[config.mk]
export PLATFORM = sky130hd
export DESIGN_NAME = sll_seq_shifter
export DESIGN_NICKNAME = d
export VERILOG_FILES = /design/src/rtl/sll_seq_shifter_pkg.sv /design/src/rtl/sll_seq_shifter_n1.sv /design/src/rtl/sll_seq_shifter.sv
export SDC_FILE = /design/constraint.sdc
export NUM_CORES = 1
export LEC_CHECK = 0
export BUFFER_PORTS_ARGS = -buffer_cell sky130_fd_sc_hd__buf_2
export CORE_ASPECT_RATIO = 2
export CORE_UTILIZATION = 30
export DETAILED_ROUTE_END_ITERATION = 8
export GPL_ROUTABILITY_DRIVEN = 0
export SLEW_MARGIN = 10
export SYNTH_ARGS = -nofsm -noshare
export SYNTH_HDL_FRONTEND = slang
export SYNTH_SLANG_ARGS = --single-unit
[constraint.sdc]
create_clock -name clk -period 2.32 [get_ports clk]
set_clock_uncertainty 0.2 [all_clocks]
set_input_delay 0.232 -clock clk [delete_from_list [all_inputs] [get_ports clk]]
set_output_delay 0.232 -clock clk [all_outputs]
set_load 0.01 [all_outputs]
[src/rtl/sll_seq_shifter_pkg.sv]
// Shared definitions for the sequential shift-left unit: FSM state encodings,
// default geometry and the rotate fill helper.
package sll_seq_shifter_pkg;

  typedef enum logic [1:0] {
    ST_IDLE  = 2'd0,
    ST_SHIFT = 2'd1,
    ST_DONE  = 2'd2
  } state_e;

  localparam int N_DEF  = 8;
  localparam int SW_DEF = 3;

  // Bit shifted into bit 0: the departing MSB when rotating, otherwise zero.
  function automatic logic fill_bit(input logic rot, input logic msb);
    return rot & msb;
  endfunction

endpackage

[src/rtl/sll_seq_shifter_n1.sv]
// sll_n1: combinational single-position left shifter with a bypass enable.
module sll_n1 #(
  parameter int N = 8
) (
  input  logic [N-1:0] A,
  input  logic         fill,
  input  logic         en,
  output logic [N-1:0] C
);

  // Shift by one when enabled, otherwise pass the operand through.
  always_comb begin
    if (en) begin
      C = {A[N-2:0], fill};
    end else begin
      C = A;
    end
  end

endmodule

[src/rtl/sll_seq_shifter.sv]
// sll_seq_shifter: multi-cycle logical shift-left, one bit per clock, with a
// start/done handshake. Define SHL_ROTATE_EN to add the rot port (rotate left).
module sll_seq_shifter
  import sll_seq_shifter_pkg::*;
#(
  parameter int N  = N_DEF,
  parameter int SW = SW_DEF
) (
  input  logic          clk,
  input  logic          rst,
  input  logic          start,
  input  logic [N-1:0]  A,
  input  logic [SW-1:0] shamt,
`ifdef SHL_ROTATE_EN
  input  logic          rot,
`endif
  output logic          busy,
  output logic          done,
  output logic [N-1:0]  C,
  output logic          carry_out
);

  state_e        state_r;
  state_e        state_nx_s;
  logic [N-1:0]  work_r;
  logic [SW-1:0] count_r;
  logic [N-1:0]  shift_s;
  logic          fill_s;
  logic          accept_s;
  logic          zero_amt_s;
  logic          last_s;

  assign accept_s   = start & ((state_r == ST_IDLE) | (state_r == ST_DONE));
  assign zero_amt_s = (shamt == {SW{1'b0}});
  // Final shift edge: the one that leaves the count at zero.
  assign last_s     = (state_r == ST_SHIFT) & (count_r <= SW'(1));

`ifdef SHL_ROTATE_EN
  logic rot_r;

  // Latch the rotate mode alongside the operand on an accepted start.
  always_ff @(posedge clk) begin
    if (rst) begin
      rot_r <= 1'b0;
    end else if (accept_s) begin
      rot_r <= rot;
    end
  end

  assign fill_s = fill_bit(rot_r, work_r[N-1]);
`else
  assign fill_s = 1'b0;
`endif

  sll_n1 #(.N(N)) u_shift (
    .A    (work_r),
    .fill (fill_s),
    .en   (state_r == ST_SHIFT),
    .C    (shift_s)
  );

  // State register.
  always_ff @(posedge clk) begin
    if (rst) begin
      state_r <= ST_IDLE;
    end else begin
      state_r <= state_nx_s;
    end
  end

  // Next-state logic; start is only honoured from IDLE or DONE.
  always_comb begin
    state_nx_s = state_r;
    case (state_r)
      ST_IDLE, ST_DONE: begin
        if (accept_s) begin
          state_nx_s = zero_amt_s ? ST_DONE : ST_SHIFT;
        end else begin
          state_nx_s = ST_IDLE;
        end
      end
      ST_SHIFT: begin
        if (last_s) begin
          state_nx_s = ST_DONE;
        end else begin
          state_nx_s = ST_SHIFT;
        end
      end
      default: state_nx_s = ST_IDLE;
    endcase
  end

  // Status outputs decoded from the state register.
  always_comb begin
    busy = 1'b0;
    done = 1'b0;
    case (state_r)
      ST_SHIFT: busy = 1'b1;
      ST_DONE:  done = 1'b1;
      default: begin
        busy = 1'b0;
        done = 1'b0;
      end
    endcase
  end

  // Working register and shift counter.
  always_ff @(posedge clk) begin
    if (rst) begin
      work_r  <= {N{1'b0}};
      count_r <= {SW{1'b0}};
    end else if (accept_s) begin
      work_r  <= A;
      count_r <= shamt;
    end else if (state_r == ST_SHIFT) begin
      work_r <= shift_s;
      if (count_r != {SW{1'b0}}) begin
        count_r <= count_r - SW'(1);
      end
    end
  end

  // Result register: written only on the edge entering DONE, held otherwise.
  always_ff @(posedge clk) begin
    if (rst) begin
      C         <= {N{1'b0}};
      carry_out <= 1'b0;
    end else if (accept_s && zero_amt_s) begin
      C         <= A;
      carry_out <= 1'b0;
    end else if (last_s) begin
      C         <= shift_s;
      carry_out <= work_r[N-1];
    end
  end

endmodule

==> flow_summary.json <==
{
  "antenna_cells": 0,
  "ys_ff_latch": 22,
  "antenna_left": 0,
  "finish.utilization_pct": 37.2,
  "core-area_um2": 3380,
  "clockBufferDepth": 2,
  "slew_headroom_pct": 64.6,
  "peakVddDrop_v": 0.000225,
  "wire_per_inst_um": 14.3,
  "drcViolationCount": 0,
  "hp-class": "in -> reg",
  "start_util_pct": 31.4,
  "cts_setup_buffers": 0,
  "ys_warn_count": 0,
  "reg2reg_slack_ns": 0.41,
  "cts-hold-fix-buffers": 0,
  "arrival_ns": 1.49,
  "rr_worst_depth": 6,
  "area_growth_pct": 18.4,
  "rsz0062_at_grt": "no",
  "synth_cell_type_count": 30,
  "cts_tree": "built",
  "antenna_found_initial": 0,
  "ios": 25,
  "critPathMaxFanout": 14,
  "grt_max_degree": 25,
  "finalSetupTns_ns": 0,
  "synthTopCellsByArea": "dfxtp_1 (42%), nor2_1 (6.7%), a211oi_2 (5.9%)",
  "io_buffers": 24,
  "worstPathCellList": "nand2b_2, clkinv_1, buf_2",
  "grt_pass1_wl_um": 3930,
  "place_hpwl_um": 1900,
  "cp-end-kind": "output port",
  "vias_per_cell": 5.53,
  "status": "completed",
  "cts_root_buf": "clkbuf_8",
  "rows": 30,
  "p_leak_nw": 0.496,
  "drive_gt1_share_pct": 26.6,
  "synth_edf_count": 0,
  "clock_latency_ns": 0.26,
  "timing.final.crit_share_pct": 82.9,
  "fmax_mhz": 520,
  "grt_usage_pct": 13.5,
  "wl_um": 2510,
  "cpMaxStageDelayCell": "dfxtp_1",
  "firstDrtPassIters": 6,
  "ctsResizeCount": 0,
  "syn_inst": 121,
  "layout_min_cycle_time_ns": 1.92,
  "vias": 967,
  "start_kind": "register",
  "hold_violations": 0,
  "die_height_um": 86.1,
  "grt-ovfl-total": 0,
  "tightestPinTransition_ns": 0.530,
  "crit_required_ns": 1.89,
  "cts.sinks": 22,
  "finalMaxSlewViolations": 0,
  "async_flop_share_pct": 0,
  "holdWs_ns": 0.0178,
  "synthFlopType": "dfxtp_1",
  "htreeDepth": 1,
  "avgSynthCellArea_um2": 8.77,
  "ys_seq_area_share_pct": 41.5,
  "chipWidth_um": 44.1,
  "fin_nets": 161,
  "grt_pass1_vias": 912,
  "finalPower_uw": 875,
  "dr.first_iter.drc_count": 16,
  "numCtsBuffers": 3,
  "max_stage_delay_ns": 0.34,
  "p_per_area_nw_per_um2": 697,
  "synth_area_um2": 1060,
  "r2r_end": "C[5]",
  "worstSetupPathType": "reg -> out",
  "finalSetupViolations": 0,
  "clk_pin_slew_worst_paths_ns": 0.08,
  "dieArea_um2": 3790,
  "yosysTopAreaCell": "dfxtp_1",
  "hold_depth": 3,
  "cap_violations": 0,
  "min_from": "A[0]",
  "hold_end": "C[0]",
  "r2r_start": "count_r[1]",
  "finalNonFillerCells": 175,
  "dp_cells": 171,
  "synth_nets": 138,
  "yosys.area.top_type_share_pct": 41.5
}
-- worst max-delay path by stage --
stage | start | endpoint | slack, ns | depth (start not counted)
2_1_floorplan | count_r[1] | C[1] | 0.63 | 6
3_3_place_gp | count_r[1] | C[1] | 0.46 | 6
3_5_place_dp | count_r[1] | C[5] | 0.40 | 6
4_1_cts | count_r[1] | C[5] | 0.37 | 6
5_1_grt | count_r[1] | C[2] | 0.27 | 6
6_report | state_r[1] | busy | 0.40 | 3
-- layout make-up --
type	count	area [um2]
Clock buffer	4	55.1
Timing Repair Buffer	25	128
Tap cell	32	40.0
Multi-Input combinational cell	87	574
Sequential cell	22	440
Inverter	5	18.8
Fill cell	359	2120
-- cells by family (layout without fill, tap and decap cells) --
family / after synthesis / after routing / share of synthesized area (%)
and+or+nand+nor: 52 / 52 / 23.5
AOI/OAI and AO/OA: 24 / 24 / 19.6
DFF: 22 / 22 / 41.5
buffers and inverters: 12 / 34 / 4.36
muxes: 7 / 7 / 6.72
adders and majority gates: 3 / 3 / 3.54
xor gates and xnor gates: 1 / 1 / 0.826
-- report_power, final --
part | leakage [nW] | switching, mW | total [mW] | internal, mW
logic | 0.286 | 0.0989 | 0.171 | 0.0720
registers | 0.181 | 0.0246 | 0.433 | 0.408
clock network | 0.0288 | 0.120 | 0.271 | 0.151
-- synthesized netlist by cell type, types with 2 or more instances --
cell and instances:
a211oi_2 5, a211oi_1 3, and2b_1 2, a311oi_1 7, nand3b_1 2, mux2i_1 6, nor2_1 19, nand2_1 16
nor3_1 4, buf_1 2, dfxtp_1 22, nor4_1 4, inv_1 4, ha_1 3, a21oi_1 4, clkbuf_1 4
-- state kept, by name (all words and copies together), names as in the netlist --
signal,cells
C,8
count_r,3
state_r,2
work_r,8
carry_out,1
-- worst max-delay path, delay by kind of cell (launching register included) --
kind / cells / cell delay, ns
buffers and inverters: 2 / 0.57
AND/OR/NAND/NOR: 1 / 0.32
flip-flops: 1 / 0.34
-- metrics by stage --
stage | area [um2] | worst slack, ns
2_1_floorplan | 1060 | 0.634
3_3_place_gp | 1200 | 0.464
3_5_place_dp | 1200 | 0.401
4_1_cts | 1260 | 0.369
5_1_grt | 1260 | 0.265
6_report | 1260 | 0.396
-- placed cells by master (no fill, tap or decap), drive strengths merged --
| master | count |
|---|---|
| a31oi | 1 |
| nand3 | 1 |
| a311oi | 7 |
| o21ba | 1 |
| o22a | 1 |
| nand2 | 16 |
| a211oi | 8 |
| xnor2 | 1 |
| dfxtp | 22 |
| nor3 | 5 |
| mux2 | 1 |
| clkbuf | 4 |
| nor2 | 19 |
| nor4 | 4 |
| and2b | 2 |
| nand3b | 2 |
| inv | 4 |
| a21oi | 4 |
| and2 | 1 |
| ha | 3 |
| o41ai | 1 |
| o31ai | 1 |
| nand2b | 2 |
| clkinv | 1 |
| mux2i | 6 |
| buf | 25 |
-- metal layers --
layer	GRT usage, %	wire, um
met1	14.0	975
met2	24.3	1380
met3	1.47	54
met4	8.54	100
met5	0	0
Power figures use the tool's default switching activity.
